--- src/rtl/id_hazard_stall_controller_pkg.sv ---
// Shared definitions for the ID-stage hazard/stall controller and its
// mult/div occupancy tracker.
package id_hazard_stall_controller_pkg;

  typedef enum logic {
    IDLE = 1'b0,
    BUSY = 1'b1
  } md_state_e;

  localparam logic [4:0] REG_ZERO           = 5'd0;
  localparam int         MULDIV_LATENCY_DEF = 32;

  // True when the ID instruction reads register r; $0 never produces a dependence.
  function automatic logic reg_match(
    input logic [4:0] rs,
    input logic [4:0] rt,
    input logic       uses_rs,
    input logic       uses_rt,
    input logic [4:0] r
  );
    return (r != REG_ZERO) && ((uses_rs && (rs == r)) || (uses_rt && (rt == r)));
  endfunction

endpackage

--- src/rtl/id_hazard_stall_controller_busy.sv ---
// Mult/div occupancy: a start pulse keeps busy high for MULDIV_LATENCY cycles.
module muldiv_busy_counter
  import id_hazard_stall_controller_pkg::*;
#(
  parameter int MULDIV_LATENCY = MULDIV_LATENCY_DEF,
  parameter int CNT_W          = 6
) (
  input  logic clock,
  input  logic reset,
  input  logic start,
  output logic busy
);

  localparam logic [CNT_W-1:0] CNT_LOAD = CNT_W'(MULDIV_LATENCY - 1);

  md_state_e        state_q, state_d;
  logic [CNT_W-1:0] cnt_q, cnt_d;

  always_ff @(posedge clock) begin
    if (reset) begin
      state_q <= IDLE;
      cnt_q   <= '0;
    end else begin
      state_q <= state_d;
      cnt_q   <= cnt_d;
    end
  end

  always_comb begin
    state_d = state_q;
    cnt_d   = cnt_q;
    unique case (state_q)
      IDLE: if (start) begin
        state_d = BUSY;
        cnt_d   = CNT_LOAD;
      end
      BUSY: if (cnt_q == '0) state_d = IDLE;
            else             cnt_d   = cnt_q - CNT_W'(1);
      default: state_d = IDLE;
    endcase
  end

  assign busy = (state_q == BUSY);

endmodule

--- src/rtl/id_hazard_stall_controller.sv ---
// ID-stage scheduler: load-use / branch-operand / mult-div hazards, stall
// enables, mult/div issue and a stall-cycle counter.
module id_hazard_stall_controller
  import id_hazard_stall_controller_pkg::*;
#(
  parameter int MULDIV_LATENCY = MULDIV_LATENCY_DEF,
  parameter int CNT_W          = 6
) (
  input  logic        clock,
  input  logic        reset,
  input  logic        id_valid,
  input  logic        id_flush,
  input  logic [4:0]  id_rs,
  input  logic [4:0]  id_rt,
  input  logic        id_uses_rs,
  input  logic        id_uses_rt,
  input  logic        id_is_branch,
  input  logic        id_is_muldiv,
  input  logic        id_reads_hilo,
  input  logic        ex_mem_read,
  input  logic        ex_reg_write,
  input  logic [4:0]  ex_rd,
  input  logic        mem_mem_read,
  input  logic [4:0]  mem_rd,
  output logic        pc_write,
  output logic        ifid_write,
  output logic        idex_bubble,
  output logic        muldiv_start,
  output logic        muldiv_busy,
  output logic [31:0] stall_count
);

  logic        act, m_ex, m_mem;
  logic        load_use, br_ex, br_mem, md_hold;
  logic        stall;
  logic [31:0] stall_count_q;

  assign act   = id_valid & ~id_flush;
  assign m_ex  = reg_match(id_rs, id_rt, id_uses_rs, id_uses_rt, ex_rd);
  assign m_mem = reg_match(id_rs, id_rt, id_uses_rs, id_uses_rt, mem_rd);

  // Branch operands are compared in ID, so any EX producer and a MEM load
  // are both still out of reach of the comparator's forwarding.
  assign load_use = act & ex_mem_read & m_ex;
  assign br_ex    = act & id_is_branch & ex_reg_write & m_ex;
  assign br_mem   = act & id_is_branch & mem_mem_read & m_mem;
  assign md_hold  = act & (id_is_muldiv | id_reads_hilo) & muldiv_busy;

  assign stall = ~reset & (load_use | br_ex | br_mem | md_hold);

  assign pc_write     = ~stall;
  assign ifid_write   = ~stall;
  assign idex_bubble  = stall;
  assign muldiv_start = ~reset & act & id_is_muldiv & ~stall;

  muldiv_busy_counter #(
    .MULDIV_LATENCY (MULDIV_LATENCY),
    .CNT_W          (CNT_W)
  ) u_busy (
    .clock (clock),
    .reset (reset),
    .start (muldiv_start),
    .busy  (muldiv_busy)
  );

  always_ff @(posedge clock) begin
    if (reset)      stall_count_q <= '0;
    else if (stall) stall_count_q <= stall_count_q + 32'd1;
  end

  assign stall_count = stall_count_q;

endmodule

--- config.mk ---
export PLATFORM = sky130hd
export DESIGN_NAME = id_hazard_stall_controller
export DESIGN_NICKNAME = d
export VERILOG_FILES = /design/src/rtl/id_hazard_stall_controller_pkg.sv /design/src/rtl/id_hazard_stall_controller_busy.sv /design/src/rtl/id_hazard_stall_controller.sv
export SDC_FILE = /design/constraint.sdc
export NUM_CORES = 1
export LEC_CHECK = 0
export ABC_AREA = 1
export BUFFER_PORTS_ARGS = -buffer_cell sky130_fd_sc_hd__clkbuf_2
export CELL_PAD_IN_SITES_DETAIL_PLACEMENT = 0
export CELL_PAD_IN_SITES_GLOBAL_PLACEMENT = 1
export CORE_ASPECT_RATIO = 1.5
export CORE_MARGIN = 5
export CORE_UTILIZATION = 37
export CTS_CLUSTER_DIAMETER = 30
export DETAILED_ROUTE_END_ITERATION = 12
export PLACE_DENSITY_LB_ADDON = 0.1
export SETUP_SLACK_MARGIN = 0.5
export SYNTH_ARGS = -nofsm -noshare
export SYNTH_HDL_FRONTEND = slang
export SYNTH_SLANG_ARGS = --single-unit
export TNS_END_PERCENT = 1
--- constraint.sdc ---
create_clock -name clock -period 1.9 [get_ports clock]
set_clock_uncertainty 0.2 [all_clocks]
set_input_delay 0.095 -clock clock [delete_from_list [all_inputs] [get_ports clock]]
set_output_delay 0.095 -clock clock [all_outputs]
set_load 0.02 [all_outputs]
==> flow_summary_export.csv <==
group,metric,value,unit
power_and_ir_drop,p_total,1830,uW
synthesis,ys_seq_area_share,27.7,%
die,die_width,81.2,um
cells_and_area,syn_to_final_growth,40.7,%
synthesis,syn_avg_cell_area,6.10,um2
synthesis,synth-edff-count,0,
cells_and_area,diodes,0,
setup_path,crit_arrival,1.75,ns
grt,antenna_found_initial,0,
power_and_ir_drop,p_seq_share,44.1,%
hold_path,min_path_type,"in -> reg",
setup_path,required,1.91,ns
die,die_area,9490,um2
routing,firstDrtPassIters,4,
sta,fin_crit,1.74,ns
routing,ant_nets,0,
routing,wl_per_cell,13.4,um
sta,rsz0062_at_grt,"true",
setup_path,crit_path_max_fanout,3,
power_and_ir_drop,pwr-share-comb,11.1,%
status,outcome,"finished, final reports clean",
setup_path,end_kind,"register",
sta,tightest_slew,0.433,ns
clock_network,numClockSinks,39,
sta,relSlewSlack,71.1,%
placed_design,gp_congestion,0.806,
setup_path,crit_type,"reg -> reg",
power_and_ir_drop,clockPowerShare,44.8,%
job,maxCapViolations,0,
clock_network,cts.clk_slew.worst_paths,0.06,ns
grt,grt_pass1_wl,14.7,mm
synthesis,syn_inst,462,
routing,viasPerCell,4.81,
die,fp.coreArea,7510,um2
sta,hold_viol,0,
setup_path,r2r-end,"stall_count[9]",
synthesis,synth_nets,496,
setup_path,reg2reg_from,"stall_count[5]",
clock_network,cts_tree,"yes",
synthesis,ys_types,36,
routing,drc_errors,0,
routing,vias,3221,
sta,fmax,574,MHz
die,die_y,117,um
placed_design,portBuffers,68,
clock_network,htreeDepth,2,
power_and_ir_drop,p_per_area,461,nW/um2
setup_path,reg2regPathDepth,7,
sta,setup-tns-final,0,ns
die,io_pins,69,
setup_path,worstSetupStartpointType,"register",
sta,min_period_over_period,91.7,%
cells_and_area,fin_util,52.7,%
sta,setup_violations,0,
clock_network,cts_made_buffers,5,
power_and_ir_drop,swShare,25.5,%
routing,drt-initial-drc-count,87,
clock_network,root_buffer,"clkbuf_16",
grt,gr-total-overflow,0,
power_and_ir_drop,p_leak,0.00191,uW
sta,holdWs,0.0952,ns
synthesis,synth.cell_area,2820,um2
placed_design,pre_cts_slack,0.0543,ns
clock_network,clkLatencyLatePin,0.28,ns
power_and_ir_drop,p_switching,466,uW
clock_network,cts_buffer_depth,2,
placed_design,dp_hpwl,6.68,mm
power_and_ir_drop,p_int,1360,uW
synthesis,ys_ff_latch,39,
grt,grt_pass1_vias,3182,
die,start_util,37.5,%
sta,setup_ws,0.158,ns
die,rows,39,
grt,grt_max_degree,31,
power_and_ir_drop,ir_drop,0.492,mV
grt,gr-usage-all-layers,19.9,%
sta,slew_violations,0,
hold_path,hold_path_depth,5,
hold_path,min_from,"id_is_muldiv",
hold_path,whs_endpoint,"u_busy.busy",
cells_and_area,layout-drive-gt1-share,37.0,%
synthesis,ys.flop_type,"dfxtp_1",
cells_and_area,nNetsFinal,601,
routing,wl,8.99,mm
setup_path,r2r_slack,0.16,ns
clock_network,postCtsHoldBufs,0,
synthesis,async_flop_share,0,%
synthesis,yosysWarnings,0,
cells in the final DEF (no fill, tap or decap), types with 5 or more instances in the layout:
cell type,instances
nand2_1,150
clkbuf_2,67
nor2_1,43
inv_1,41
buf_4,38
nand3_1,37
dfxtp_1,20
a21oi_1,19
nand2_2,18
dfxtp_4,16
xor2_1,12
a21oi_2,11
nor3_2,10
nor2_4,7
inv_2,7
nand4_1,7
nor2_2,6
nand3b_1,5
clkbuf_16,5
layer usage:
layer,wire (um),track usage (%),vias up
li1,-,-,1676
met1,3750,23.1,1463
met2,4670,35.9,67
met3,365,3.52,15
met4,212,7.44,0
met5,0,0,-
cell families after synthesis:
kind of cell	synth area share (%)
flip-flops	27.7
buffers and inverters	9.15
XOR/XNOR	4.98
adder cells (fa/ha/maj)	0.888
AO/OA/AOI/OAI	8.80
AND/OR/NAND/NOR	48.5
metrics by stage:
| step | area (um2) | cells |
|---|---|---|
| global placement | 3420 | 640 |
| detailed placement | 3420 | 640 |
| global route | 3960 | 670 |
| CTS | 3820 | 661 |
| finish | 3960 | 670 |
| floorplan | 2860 | 462 |
power groups by stage:
stage	Clock [uW]	Combinational, uW	Sequential (uW)
detailed placement	0	200	832
global placement	0	199	832
floorplan	0	120	832
finish	820	203	806
global route	877	234	806
CTS	844	206	811
repair_timing:
action / in CTS / in global routing
resized for setup: 34 / 26
pin swaps: 13 / 13
setup endpoints to repair: 42 / 43
cloned: 1 / 0
setup buffers: 12 / 9
area by class of cell:
cell class              instances  area [um2]
repair buffers                110         703
inverters                      50         203
well taps                     102         128
clock buffers                   7         133
fillers                       828        3550
multi-input cells             361        1950
clock inverters                 1        5.00
flip-flops and latches         39         845
cell usage after synthesis, types with 2 or more instances:
library cell / number / area (um2)
a21oi_2: 9 / 78.8
nor4_1: 2 / 12.5
ha_1: 2 / 25.0
nand4_1: 7 / 43.8
nand2_1: 157 / 589
dfxtp_1: 39 / 781
a31oi_1: 3 / 18.8
nand3_2: 2 / 20.0
o21ai_1: 2 / 10.0
nor2_2: 3 / 18.8
nor2_4: 3 / 33.8
nor3_1: 13 / 65.1
nand3b_1: 5 / 37.5
buf_4: 4 / 30.0
xnor2_1: 4 / 35.0
inv_1: 45 / 169
o21ai_0: 4 / 20.0
nand2_2: 14 / 87.6
inv_2: 4 / 15.0
xor2_1: 12 / 105
nor2_1: 50 / 188
nand3_1: 39 / 195
clkbuf_1: 6 / 22.5
a21oi_1: 21 / 105
state kept, by name, indices dropped and copies added, names as in the netlist:
| signal | flops |
|---|---|
| stall_count | 32 |
| u_busy.cnt_q | 6 |
| u_busy.busy | 1 |
critical path, cell delays in order (launching register included):
cell and delay [ns]:
dfxtp_4 0.36, buf_6 0.10, nand4_1 0.14, nor4_4 0.36, buf_4 0.17, xor2_1 0.17, nand2_2 0.07, a21oi_2 0.10
worst max path at each step:
stage	to	startpoint	cells past startpoint	slack, ns
detailed placement	stall_count[12]	stall_count[0]	8	0.05
global route	stall_count[9]	stall_count[5]	7	0.07
finish	stall_count[9]	stall_count[5]	7	0.16
CTS	stall_count[29]	stall_count[5]	10	0.19
floorplan	stall_count[29]	stall_count[4]	10	0.19
global placement	stall_count[9]	stall_count[5]	7	0.05
Note: power is estimated with default switching activity, not from simulation.
